$ cat src/rtl/shot_tracker_pkg.sv
// Shared battleship definitions: map geometry, shot result codes, attack FSM encodings.
package shot_tracker_pkg;

  localparam int unsigned MAP_COLS = 5;
  localparam int unsigned MAP_ROWS = 7;
  localparam int unsigned MAP_BITS = 35;

  localparam logic [2:0] ResNone    = 3'd0;
  localparam logic [2:0] ResMiss    = 3'd1;
  localparam logic [2:0] ResHit     = 3'd2;
  localparam logic [2:0] ResRepeat  = 3'd3;
  localparam logic [2:0] ResInvalid = 3'd4;

  localparam logic [2:0] StIdle        = 3'd0;
  localparam logic [2:0] StReady       = 3'd1;
  localparam logic [2:0] StEval        = 3'd2;
  localparam logic [2:0] StWaitRelease = 3'd3;
  localparam logic [2:0] StDone        = 3'd4;

  // Column-major cell index; column x occupies bits [x*7+6:x*7].
  function automatic logic [5:0] idx(input logic [2:0] x, input logic [2:0] y);
    return 6'(x) * 6'd7 + 6'(y);
  endfunction

endpackage

$ cat src/rtl/button_debouncer.sv
// Two-flop synchroniser followed by a counter debouncer; emits the stable level and a rise pulse.
module button_debouncer #(
  parameter int unsigned DEBOUNCE_CYCLES = 20
) (
  input  logic clk,
  input  logic rst,
  input  logic button,
  output logic level,
  output logic rise
);

  localparam int unsigned CntW = $clog2(DEBOUNCE_CYCLES + 1);

  logic [1:0]      sync_q;
  logic [CntW-1:0] cnt_q, cnt_d;
  logic            level_q, level_d;
  logic            rise_q, rise_d;

  // The counter only runs while the synced sample disagrees with the current level.
  always_comb begin
    cnt_d   = '0;
    level_d = level_q;
    rise_d  = 1'b0;
    if (sync_q[1] != level_q) begin
      if (cnt_q == CntW'(DEBOUNCE_CYCLES - 1)) begin
        level_d = sync_q[1];
        rise_d  = sync_q[1];
      end else begin
        cnt_d = cnt_q + CntW'(1);
      end
    end
  end

  always_ff @(posedge clk or posedge rst) begin
    if (rst) begin
      sync_q  <= '0;
      cnt_q   <= '0;
      level_q <= 1'b0;
      rise_q  <= 1'b0;
    end else begin
      sync_q  <= {sync_q[0], button};
      cnt_q   <= cnt_d;
      level_q <= level_d;
      rise_q  <= rise_d;
    end
  end

  assign level = level_q;
  assign rise  = rise_q;

endmodule

$ cat src/rtl/shot_tracker.sv
// Attack-phase engine: commits one debounced shot per press, tracks maps, budget, win/loss, display.
module shot_tracker
  import shot_tracker_pkg::*;
#(
  parameter int unsigned DEBOUNCE_CYCLES = 20,
  parameter int unsigned MAX_SHOTS       = 15,
  parameter int unsigned BLINK_CYCLES    = 250
) (
  input  logic                clk,
  input  logic                rst,
  input  logic                enable,
  input  logic [MAP_BITS-1:0] selected_map,
  input  logic [2:0]          x_coord_code,
  input  logic [2:0]          y_coord_code,
  input  logic                confirmAttack,
  output logic [MAP_BITS-1:0] matriz_data,
  output logic [MAP_BITS-1:0] hit_map,
  output logic [MAP_BITS-1:0] shot_map,
  output logic [2:0]          last_result,
  output logic [3:0]          shots_left,
  output logic                game_over,
  output logic                player_won
);

  localparam int unsigned BlinkW = (BLINK_CYCLES > 1) ? $clog2(BLINK_CYCLES) : 1;

  logic                level, press;
  logic [2:0]          state_q, state_d;
  logic [2:0]          x_q, x_d, y_q, y_d;
  logic [MAP_BITS-1:0] hit_q, hit_d, shot_q, shot_d;
  logic [2:0]          result_q, result_d;
  logic [3:0]          shots_q, shots_d;
  logic                won_q, won_d;
  logic [BlinkW-1:0]   blink_cnt_q, blink_cnt_d;
  logic                blink_q, blink_d;
  logic [MAP_BITS-1:0] cell_mask, hit_upd;
  logic                coord_valid;

  button_debouncer #(
    .DEBOUNCE_CYCLES(DEBOUNCE_CYCLES)
  ) u_confirm_db (
    .clk   (clk),
    .rst   (rst),
    .button(confirmAttack),
    .level (level),
    .rise  (press)
  );

  assign cell_mask   = MAP_BITS'(1) << idx(x_q, y_q);
  assign hit_upd     = hit_q | (cell_mask & selected_map);
  assign coord_valid = (x_q < 3'(MAP_COLS)) && (y_q < 3'(MAP_ROWS));

  always_comb begin
    state_d     = state_q;
    x_d         = x_q;
    y_d         = y_q;
    hit_d       = hit_q;
    shot_d      = shot_q;
    result_d    = result_q;
    shots_d     = shots_q;
    won_d       = won_q;
    blink_cnt_d = blink_cnt_q;
    blink_d     = blink_q;

    if (blink_cnt_q == BlinkW'(BLINK_CYCLES - 1)) begin
      blink_cnt_d = '0;
      blink_d     = ~blink_q;
    end else begin
      blink_cnt_d = blink_cnt_q + BlinkW'(1);
    end

    case (state_q)
      StIdle: state_d = StReady;
      StReady: begin
        if (press) begin
          x_d     = x_coord_code;
          y_d     = y_coord_code;
          state_d = StEval;
        end
      end
      StEval: begin
        if (!coord_valid) begin
          result_d = ResInvalid;
          state_d  = StWaitRelease;
        end else if ((shot_q & cell_mask) != '0) begin
          result_d = ResRepeat;
          state_d  = StWaitRelease;
        end else begin
          shot_d   = shot_q | cell_mask;
          hit_d    = hit_upd;
          result_d = ((selected_map & cell_mask) != '0) ? ResHit : ResMiss;
          if (shots_q != 4'd0) shots_d = shots_q - 4'd1;
          // Win takes precedence over running out on the final shot.
          if ((selected_map & ~hit_upd) == '0) begin
            won_d   = 1'b1;
            state_d = StDone;
          end else if (shots_d == 4'd0) begin
            state_d = StDone;
          end else begin
            state_d = StWaitRelease;
          end
        end
      end
      StWaitRelease: if (!level) state_d = StReady;
      StDone: ;
      default: state_d = StIdle;
    endcase

    if (!enable) begin
      state_d     = StIdle;
      x_d         = '0;
      y_d         = '0;
      hit_d       = '0;
      shot_d      = '0;
      result_d    = ResNone;
      shots_d     = 4'(MAX_SHOTS);
      won_d       = 1'b0;
      blink_cnt_d = '0;
      blink_d     = 1'b0;
    end
  end

  always_ff @(posedge clk or posedge rst) begin
    if (rst) begin
      state_q     <= StIdle;
      x_q         <= '0;
      y_q         <= '0;
      hit_q       <= '0;
      shot_q      <= '0;
      result_q    <= ResNone;
      shots_q     <= 4'(MAX_SHOTS);
      won_q       <= 1'b0;
      blink_cnt_q <= '0;
      blink_q     <= 1'b0;
    end else begin
      state_q     <= state_d;
      x_q         <= x_d;
      y_q         <= y_d;
      hit_q       <= hit_d;
      shot_q      <= shot_d;
      result_q    <= result_d;
      shots_q     <= shots_d;
      won_q       <= won_d;
      blink_cnt_q <= blink_cnt_d;
      blink_q     <= blink_d;
    end
  end

  always_comb begin
    case (state_q)
      StIdle: matriz_data = '0;
      StDone: matriz_data = won_q ? selected_map
                                  : (hit_q | (selected_map & {MAP_BITS{blink_q}}));
      default: matriz_data = hit_q | ((shot_q & ~hit_q) & {MAP_BITS{blink_q}});
    endcase
  end

  assign hit_map     = hit_q;
  assign shot_map    = shot_q;
  assign last_result = result_q;
  assign shots_left  = shots_q;
  assign game_over   = (state_q == StDone);
  assign player_won  = won_q;

endmodule
$ cat config.mk
export PLATFORM = sky130hd
export DESIGN_NAME = shot_tracker
export DESIGN_NICKNAME = d
export VERILOG_FILES = /design/src/rtl/shot_tracker_pkg.sv /design/src/rtl/button_debouncer.sv /design/src/rtl/shot_tracker.sv
export SDC_FILE = /design/constraint.sdc
export NUM_CORES = 1
export LEC_CHECK = 0
export CAP_MARGIN = 20
export CORE_MARGIN = 2
export CORE_UTILIZATION = 40
export CTS_CLUSTER_SIZE = 28
export DETAILED_ROUTE_END_ITERATION = 8
export GPL_TIMING_DRIVEN = 0
export PLACE_DENSITY = 0.66
export SETUP_SLACK_MARGIN = 0.1
export SYNTH_ARGS = -nofsm -noshare
export SYNTH_HDL_FRONTEND = slang
export SYNTH_SLANG_ARGS = --single-unit
export TNS_END_PERCENT = 100
$ cat constraint.sdc
create_clock -name clk -period 14.3 [get_ports clk]
set_clock_uncertainty 0.05 [all_clocks]
set_input_delay 2.86 -clock clk [delete_from_list [all_inputs] [get_ports clk]]
set_output_delay 2.86 -clock clk [all_outputs]
set_load 0.03 [all_outputs]
==> impl_results.md, run 1 <==
* Die width at 138.2 um
* Fin crit period at 7444 ps
* Final hold violations at 0
* Count of final max-slew check failures at 0
* # resized after CTS at 0
* Startpoint Class: primary input
* Vias in the first global route at 7,197
* CP max FO at 4
* Post-Place Cells at 1,216
* H-tree Lvls at 3
* Asr flop ratio synth at 100.0%
* Ant diodes at 0
* Post-synthesis mux area share at 2.570%
* Post-route clock period utilization at 52.06%
* WL per Instance at 25.66 um
* Antenna-violating nets left at 0
* Initial Utilization at 40.39%
* Compound-cell area share of the yosys netlist at 25.79%
* Setup crit end kind: output port
* Most frequent cells in the layout: clkdlybuf4s50_1, dfrtp_1, a21oi_1
* Critical Path RT at 11,390 ps
* Worst path slowest cell: clkdlybuf4s50_1
* Post-Synth XOR/XNOR Area at 2.171%
* Port Buffers at 158
* VDD IR-drop max at 0.05334 mV
* I/O Pins at 159
* Final setup margin at 6856 ps
* Via count at 7,697
* Largest net degree at the start of global routing at 70
* Total grt overflow at 0
* Row count at 49
* Power Density at 65.06 mW/mm2
* Core area at 0.01784 mm2
* # Post-CTS Setup Buffers at 0
* Synth area leaders: dfrtp_1, o21a_1, a21oi_1
* Pre-antenna DRT Iters at 5
* Syn avg cell area at 8.702 um2
* Share of cells above drive strength 1 at 7.876%
* Actual slew at the worst max-slew pin at 1134 ps
* Total power at 612.2 uW
* Setup WS pre-CTS at 6903 ps
* Fmax at 134.3 MHz
* Status: finished, final reports clean
* Final wirelength at 31.61 mm
* Fillers at 1,744
* Worst skew pair latency at 370 ps
* Main synth FF type: dfrtp_1
* First-pass GRT wire length at 46.99 mm
* Die height at 138.2 um
* Critical path's most frequent cell: clkdlybuf4s50_1
* Synthesis-to-layout area growth at 30.58%
* Post-Synth Simple-Gate Area at 24.28%
* Max_cap viols at 0
* Unrepaired setup endpoints after global routing: no
* Syn_nets at 891
* Initial drt markers at 866
* Setup TNS at 0 ps
* Sequential share of the synthesized area at 36.53%
* Nets@finish at 1,061
* Commonest non-fill, non-tap cell in the layout: clkdlybuf4s50_1
* CTS tree: done
* Mapped Area at 0.007206 mm2
* CTS Sinks at 105
* Flops & latches, synth at 105
* Vias/cell at 6.248
* Worst R2R Setup Slack at 8570 ps
* Rel. slew slack at 23.81%
* Largest family of logic cells by synthesized area: compound AO/OA/AOI/OAI gates
* Synth unique cells at 91
* Final setup fails at 0
* Longest Clk Path Bufs at 2
* Cells after synthesis at 828
* Clk pin slew, worst setup/hold paths at 80 ps
* Post-Synth Adder-Cell Area at 3.542%
* P_leak at 3.723 nW
* Fin cells at 1,232
* Post-synth top area cell: dfrtp_1
* Worst hold path type: reg2reg
* Root Buffer: clkbuf_16
* Routability congestion estimate at 1.006
* Crit path cell chain: clkdlybuf4s50_1 -> a21oi_1 -> o22ai_1 -> clkdlybuf4s50_1
* GRT Util Overall at 32.48%
* CTS Hold Bufs at 0
* Crit path arrival time at 4530 ps
* Initial antenna violation count at 0
* Residual DRC at 0
* Post-synth EDFFs at 0
* CP Class: in2out
* Placed wire-length estimate at 23.54 mm
* Top-area cell type share of the netlist area at 35.08%
* Synth warn at 0
* CTS Buf Count at 9
* Largest stage delay, worst path at 730 ps
* Die area at 0.01910 mm2
[cells by family (layout without fill, tap and decap cells)]
logic type	after synthesis	count (layout)
muxes	18	18
adders and majority gates	18	18
DFF	105	105
and+or+nand+nor	321	321
AOI/OAI and AO/OA	269	269
xor gates and xnor gates	17	17
buffers and inverters	80	255
[cell usage after synthesis, types with 5 or more instances]
cell	instances
a21oi_1	82
a22oi_1	7
a2bb2oi_1	7
a31oi_1	10
and2_1	6
buf_2	9
clkbuf_1	39
dfrtp_1	101
ha_1	14
inv_1	22
mux2i_1	14
nand2_1	57
nand2b_1	12
nand3_1	24
nand3b_1	5
nand4_1	12
nor2_1	52
nor2b_1	54
nor3_1	49
nor4_1	6
o21a_1	58
o21ai_0	8
o22ai_1	39
or3_1	6
xnor2_1	10
xor2_1	6
[stage by stage]
stage,hold slack [ps],area [um2],util [%]
finish,302.1,9409,52.74
global placement,293.3,9074,50.86
floorplan,281.2,7206,-
CTS,305.5,9409,52.74
global route,311.2,9409,52.74
detailed placement,285.6,9104,51.03
[flip-flops by register name (all words and copies together), names as in the netlist]
register             count
blink_cnt_q              8
blink_q                  1
hit_map                 35
last_result              3
player_won               1
shot_map                35
shots_left               4
state_q                  3
u_confirm_db.cnt_q       5
u_confirm_db.level       1
u_confirm_db.rise        1
u_confirm_db.sync_q      2
x_q                      3
y_q                      3
[critical path: cells and delay by family]
family                 cells  cell delay [ps]
buffers and inverters      2             1320
AO/OA/AOI/OAI              2              360
[final cells by class]
type | count | area, um2 | area share [%]
repair buffers | 159 | 1609 | 17.10
inverters | 22 | 85.08 | 0.9043
flip-flops and latches | 105 | 2633 | 27.98
clock inverters | 7 | 80.08 | 0.8511
multi-input cells | 643 | 4204 | 44.68
plain buffers | 58 | 286.5 | 3.045
clock buffers | 9 | 225.2 | 2.394
well taps | 229 | 286.5 | 3.045
[final timing paths]
| kind | endpoint | start | cells past startpoint |
|---|---|---|---|
| worst max register to register | hit_map[18] | x_q[0] | 13 |
| min in group asynchronous | hit_map[29] | rst | 2 |
| max in group asynchronous | shots_left[0] | rst | 3 |
| worst min-delay path | u_confirm_db.sync_q[1] | u_confirm_db.sync_q[0] | 0 |
| worst max-delay path | matriz_data[29] | selected_map[29] | 4 |
| worst min register to register | u_confirm_db.sync_q[1] | u_confirm_db.sync_q[0] | 0 |
[power by group]
part	switching [mW]	internal (mW)	leakage, nW
clock network	0.135	0.125	0.146
logic	0.0316	0.0204	2.14
registers	0.00153	0.298	1.44
[layer usage]
metal  GRT usage, %  wire [um]  up-vias  share of wire [%]
met4          10.79        962        0                3.0
met5              0          0        -                  0
met1          45.64      13600     3774                 43
met3          8.729       3211       65                 10
li1               -          -     3383                  -
met2          48.78      13840      475                 44
No activity file was read; power rests on OpenSTA's default activity.
==> inputs of run 2 (changes only) <==
--- a/config.mk
+++ b/config.mk
@@ -11,7 +11,7 @@
 export CTS_CLUSTER_SIZE = 28
 export DETAILED_ROUTE_END_ITERATION = 8
 export GPL_TIMING_DRIVEN = 0
-export PLACE_DENSITY = 0.66
+export PLACE_DENSITY = 0.68
 export SETUP_SLACK_MARGIN = 0.1
 export SYNTH_ARGS = -nofsm -noshare
 export SYNTH_HDL_FRONTEND = slang
==> constraint.sdc (replaced) <==
create_clock -name clk -period 6.3 [get_ports clk]
set_clock_uncertainty 0.05 [all_clocks]
set_input_delay 1.26 -clock clk [delete_from_list [all_inputs] [get_ports clk]]
set_output_delay 1.26 -clock clk [all_outputs]
set_load 0.03 [all_outputs]
==> impl_results.md, run 2 (synthesis results as in run 1) <==
* First-pass GRT wire length at 47.44 mm (+0.97%)
* Die area at 0.01910 mm2 (unchanged)
* Setup WS pre-CTS at 788.5 ps (-6114 ps)
* CP Class: reg2reg
* Critical path's top delay family: adder cells
* Max_cap viols at 0 (unchanged)
* Core area at 0.01784 mm2 (unchanged)
* Largest stage delay, worst path at 690 ps (-40 ps)
* Residual DRC at 0 (unchanged)
* Fillers at 1,730 (-0.80%)
* Unrepaired setup endpoints after global routing: no
* Initial antenna violation count at 0 (unchanged)
* Area occupied by multi-input gates at 0.004204 mm2 (unchanged)
* Longest Clk Path Bufs at 2 (unchanged)
* Worst path slowest cell: o311ai_0
* Crit path arrival time at 5910 ps (+1380 ps)
* Most frequent cells in the layout: clkdlybuf4s50_1, dfrtp_1, a21oi_1
* CTS tree: done
* Antenna-violating nets left at 0 (unchanged)
* I/O Pins at 159 (unchanged)
* Vias/cell at 6.200 (-0.77%)
* Worst R2R Setup Slack at 600 ps (-7970 ps)
* Nets@finish at 1,061 (unchanged)
* Clk pin slew, worst setup/hold paths at 90 ps (about the same)
* CTS Buf Count at 9 (unchanged)
* Critical Path RT at 6510 ps (-4880 ps)
* Final setup margin at 595.4 ps (-6260 ps)
* CP max FO at 10 (+6)
* Final setup fails at 0 (unchanged)
* VDD IR-drop max at 0.1295 mV (+140%)
* Placed wire-length estimate at 23.70 mm (+0.69%)
* Setup TNS at 0 ps (unchanged)
* Worst path depth at 13 (+9)
* Register area at 0.002633 mm2 (unchanged)
* Actual slew at the worst max-slew pin at 1197 ps (+62.88 ps)
* Total power at 1.415 mW (+130%)
* Initial Utilization at 40.39% (unchanged)
* Final hold violations at 0 (unchanged)
* Via count at 7,638 (-0.77%)
* Critical path's most frequent cell: fa_1
* Count of final max-slew check failures at 0 (unchanged)
* Startpoint of the worst hold path: u_confirm_db.sync_q[0]
* Final wirelength at 31.86 mm (+0.78%)
* Buf+Inv Stages, Crit Path at 1 (-1)
* Fin cells at 1,232 (unchanged)
* Crit path cell chain: fa_1 -> fa_1 -> fa_1 -> xnor2_1 -> clkbuf_1 -> nand2_1 -> a21oi_1 -> nand2_1 -> o311ai_0 -> nand3_1 -> nor4_4 -> or3_1 -> o211ai_1
* WL per Instance at 25.86 um (+0.78%)
* Routability congestion estimate at 0.9925 (-1.3%)
* # Post-CTS Setup Buffers at 0 (unchanged)
* Row count at 49 (unchanged)
* Ant diodes at 0 (unchanged)
* H-tree Lvls at 3 (unchanged)
* R2R Path End: state_q[1]
* Root Buffer: clkbuf_16
* Worst Hold End: u_confirm_db.sync_q[1]
* Min-Delay Path Depth at 0 (unchanged)
* Rel. slew slack at 19.58% (-4.2 points)
* Worst hold path type: reg2reg
* Fmax at 175.3 MHz
* Pre-antenna DRT Iters at 5 (unchanged)
* R2r startpoint: x_q[0]
* CTS Hold Bufs at 0 (unchanged)
* Setup crit end kind: flop
* Synthesis-to-layout area growth at 30.77%
* CTS Sinks at 105 (unchanged)
* Vias in the first global route at 7,385 (+2.6%)
* Port Buffers at 158 (unchanged)
* Total grt overflow at 0 (unchanged)
* Initial drt markers at 986 (+14%)
* Startpoint Class: flop
* Worst Reg-to-Reg Cells at 13 (unchanged)
* Die width at 138.2 um (unchanged)
* P_leak at 3.731 nW (+0.21%)
* Power Density at 150.2 mW/mm2 (+130%)
* Commonest non-fill, non-tap cell in the layout: clkdlybuf4s50_1
* # resized after CTS at 0 (unchanged)
* Worst skew pair latency at 380 ps (about the same)
* Fin crit period at 5705 ps
* Share of cells above drive strength 1 at 7.876% (unchanged)
* Post-route clock period utilization at 90.55%
* Die height at 138.2 um (unchanged)
* Post-Place Cells at 1,216 (unchanged)
* Status: finished, final reports clean
* GRT Util Overall at 32.98% (+0.50 points)
* Largest net degree at the start of global routing at 66 (-5.7%)
-- run 2: cell count changes in the layout (fill, tap and decap cells not counted), sizes merged --
cell / before / now
clkinvlp: 1 / 0
clkinv: 3 / 4
-- run 2: area by class of cell --
cell class / instances / share of cell area [%]
inverters: 22 / 0.9029
clock buffers: 9 / 2.390
repair buffers: 159 / 17.08
well taps: 229 / 3.041
plain buffers: 58 / 3.041
flip-flops and latches: 105 / 27.94
multi-input cells: 643 / 44.62
clock inverters: 7 / 0.9959
-- run 2: layer usage --
| layer | GRT usage (%) | share of wire [%] | wire [um] |
|---|---|---|---|
| met1 | 46.72 | 42 | 13530 |
| met2 | 48.49 | 44 | 13880 |
| met3 | 8.105 | 10 | 3291 |
| met4 | 13.32 | 3.6 | 1152 |
| met5 | 0 | 0 | 0 |
-- run 2: per-stage QoR --
stage          hold WS, ps  area (um2)  util, %
4_1_cts              316.4        9423    52.82
6_report             311.0        9423    52.82
5_1_grt              325.9        9423    52.82
3_5_place_dp         295.7        9104    51.03
3_3_place_gp         292.3        9074    50.86
2_1_floorplan        281.2        7206        -
-- run 2: where the power goes --
part | internal, mW | switching (mW) | total [mW]
clock network | 0.290 | 0.327 | 0.617
registers | 0.678 | 0.00348 | 0.681
logic | 0.0462 | 0.0712 | 0.117
total | 1.01 | 0.402 | 1.42
-- run 2: how the worst max path moves through the flow --
stage	from	end	slack, ps
final	x_q[0]	state_q[1]	600
after global routing	x_q[0]	hit_map[18]	450
after CTS	x_q[0]	hit_map[18]	760
after detailed placement	x_q[0]	hit_map[18]	790
after global placement	rst	hit_map[32]	500
after floorplan	x_q[0]	state_q[1]	1780
==> inputs of run 3 (changes only) <==
--- a/config.mk
+++ b/config.mk
@@ -6,7 +6,7 @@
 export NUM_CORES = 1
 export LEC_CHECK = 0
 export CAP_MARGIN = 20
-export CORE_MARGIN = 2
+export CORE_MARGIN = 4
 export CORE_UTILIZATION = 40
 export CTS_CLUSTER_SIZE = 28
 export DETAILED_ROUTE_END_ITERATION = 8
==> impl_results.md, run 3 (synthesis results as in run 1) <==
* Status: finished, final reports clean
* Ant diodes at 0 (unchanged)
* Startpoint Class: flop
* R2r startpoint: x_q[0]
* Setup TNS at 0 ps (unchanged)
* Total power at 1.393 mW (-1.6%)
* Critical path's most frequent cell: fa_1
* GRT busiest layer: met2
* Critical path's top delay family: adder cells
* Setup crit end kind: flop
* CP max FO at 10 (unchanged)
* Unrepaired setup endpoints after global routing: no
* Core area at 0.01748 mm2 (-2.0%)
* CTS Buf Count at 9 (unchanged)
* P_leak at 3.728 nW (about the same)
* Worst Reg-to-Reg Cells at 13 (unchanged)
* Longest Clk Path Bufs at 2 (unchanged)
* Worst Hold End: u_confirm_db.sync_q[1]
* Startpoint of the worst hold path: u_confirm_db.sync_q[0]
* Commonest non-fill, non-tap cell in the layout: clkdlybuf4s50_1
* Count of final max-slew check failures at 0 (unchanged)
* # Post-CTS Setup Buffers at 0 (unchanged)
* Total grt overflow at 0 (unchanged)
* Most frequent cells in the layout: clkdlybuf4s50_1, dfrtp_1, a21oi_1
* Final wirelength at 32.38 mm (+1.7%)
* Vias/cell at 6.249 (+0.80%)
* Power Density at 148.1 mW/mm2 (-1.4%)
* CTS Sinks at 105 (unchanged)
* Worst path slowest cell: fa_1
* First-pass GRT wire length at 47.84 mm (+0.84%)
* Vias in the first global route at 7,394 (+0.12%)
* Critical Path RT at 6530 ps (+20 ps)
* Worst skew pair latency at 360 ps (-20 ps)
* Routability congestion estimate at 1.010 (+1.8%)
* Antenna-violating nets left at 0 (unchanged)
* VDD IR-drop max at 0.1243 mV (-4.0%)
* I/O Pins at 159 (unchanged)
* Fin crit period at 5797 ps (+92.85 ps)
* GR Util met2 at 48.72% (+0.23 points)
* Setup WS pre-CTS at 652.3 ps (-136.2 ps)
* CP Class: reg2reg
* Nets@finish at 1,061 (unchanged)
* Initial antenna violation count at 0 (unchanged)
* Crit path cell chain: fa_1 -> fa_1 -> fa_1 -> clkbuf_1 -> clkbuf_1 -> nor3_1 -> o31ai_1 -> o2111ai_1 -> or3_1 -> nor2_1 -> buf_2 -> nand4_1 -> a21boi_0
* Actual slew at the worst max-slew pin at 1034 ps (-162.7 ps)
* R2R Path End: hit_map[18]
* CTS Hold Bufs at 0 (unchanged)
* Root Buffer: clkbuf_16
* Die width at 142.2 um (+2.9%)
* Pre-antenna DRT Iters at 8 (+3)
* Worst hold path type: reg2reg
* Die area at 0.02023 mm2 (+5.9%)
* Rel. slew slack at 30.52% (+11 points)
* Row count at 48 (-2.0%)
* Met1 Use GR at 43.94% (-2.8 points)
* Largest net degree at the start of global routing at 63 (-4.5%)
* GRT Util Overall at 31.54% (-1.4 points)
* Worst R2R Setup Slack at 500 ps (-90 ps)
* Final setup fails at 0 (unchanged)
* Buf+Inv Stages, Crit Path at 3 (+2)
* Min-Delay Path Depth at 0 (unchanged)
* Fmax at 172.5 MHz (-1.6%)
* WL per Instance at 26.37 um (+2.0%)
* # resized after CTS at 0 (unchanged)
* M3 GR Usage at 7.023% (-1.1 points)
* Clk pin slew, worst setup/hold paths at 90 ps (about the same)
* Fillers at 1,626 (-6.0%)
* Placed wire-length estimate at 24.24 mm (+2.3%)
* Initial drt markers at 976 (-1.0%)
* Share of cells above drive strength 1 at 7.876% (unchanged)
* Largest stage delay, worst path at 720 ps (+30 ps)
* CTS tree: done
* Final setup margin at 502.6 ps (-92.85 ps)
* Max_cap viols at 0 (unchanged)
* Crit path arrival time at 6030 ps (+120 ps)
* Residual DRC at 0 (unchanged)
* Port Buffers at 158 (unchanged)
* Final hold violations at 0 (unchanged)
* Synthesis-to-layout area growth at 30.53%
* Die height at 142.2 um (+2.9%)
* H-tree Lvls at 3 (unchanged)
* Via count at 7,674 (+0.47%)
* Post-route clock period utilization at 92.02% (+1.5 points)
* Initial Utilization at 41.23% (+0.84 points)
## run 3: cell types whose count changed in the layout (fill, tap and decap cells not counted), sizes merged
cell and delta:
clkinv -1, inv +1
## run 3: per-layer routing
metal | vias to the layer above | part of all wire [%] | wire length, um
li1 | 3396 | - | -
met1 | 3726 | 43 | 13850
met2 | 471 | 44 | 14290
met3 | 81 | 10 | 3242
met4 | 0 | 3.1 | 1000
met5 | - | 0 | 0
## run 3: how the worst max path moves through the flow
stage            from      endpoint  slack [ps]  cells after the start
3_3_place_gp      rst  shot_map[10]         460                      2
3_5_place_dp   x_q[0]   hit_map[18]         650                     13
4_1_cts        x_q[0]   hit_map[18]         620                     13
5_1_grt        x_q[0]    hit_map[4]         280                     13
6_report       x_q[0]   hit_map[18]         500                     13
2_1_floorplan  x_q[0]    state_q[1]        1780                     14
## run 3: cell type report
type	instances	area, um2	share of cell area [%]
Buffer	58	286.5	3.046
Clock buffer	9	225.2	2.395
Clock inverter	7	81.33	0.8647
Inverter	22	85.08	0.9046
Multi-Input combinational cell	643	4204	44.70
Sequential cell	105	2633	27.99
Tap cell	225	281.5	2.993
Timing Repair Buffer	159	1609	17.11
## run 3: stage by stage
| stage | hold WS, ps | cell area, um2 | utilization, % | std cells |
|---|---|---|---|---|
| 6_report | 319.8 | 9405 | 53.82 | 1228 |
| 5_1_grt | 331.0 | 9405 | 53.82 | 1228 |
| 4_1_cts | 318.3 | 9405 | 53.82 | 1228 |
| 3_5_place_dp | 294.2 | 9099 | 52.06 | 1212 |
| 3_3_place_gp | 285.9 | 9069 | 51.89 | 1211 |
| 2_1_floorplan | 281.2 | 7206 | - | 828 |
## run 3: report_power, final
part	switching [mW]	internal [mW]
registers	0.00349	0.677
logic	0.0718	0.0462
clock network	0.309	0.285
total	0.384	1.01
## run 3: worst register-to-register path, stage by stage (launching register included)
cell and delay [ps]:
dfrtp_1 470, fa_1 580, fa_1 460, fa_1 720
clkbuf_1 510, clkbuf_1 540, nor3_1 140, o31ai_1 250
o2111ai_1 240, or3_1 500, nor2_1 430, buf_2 420
nand4_1 150, a21boi_0 230
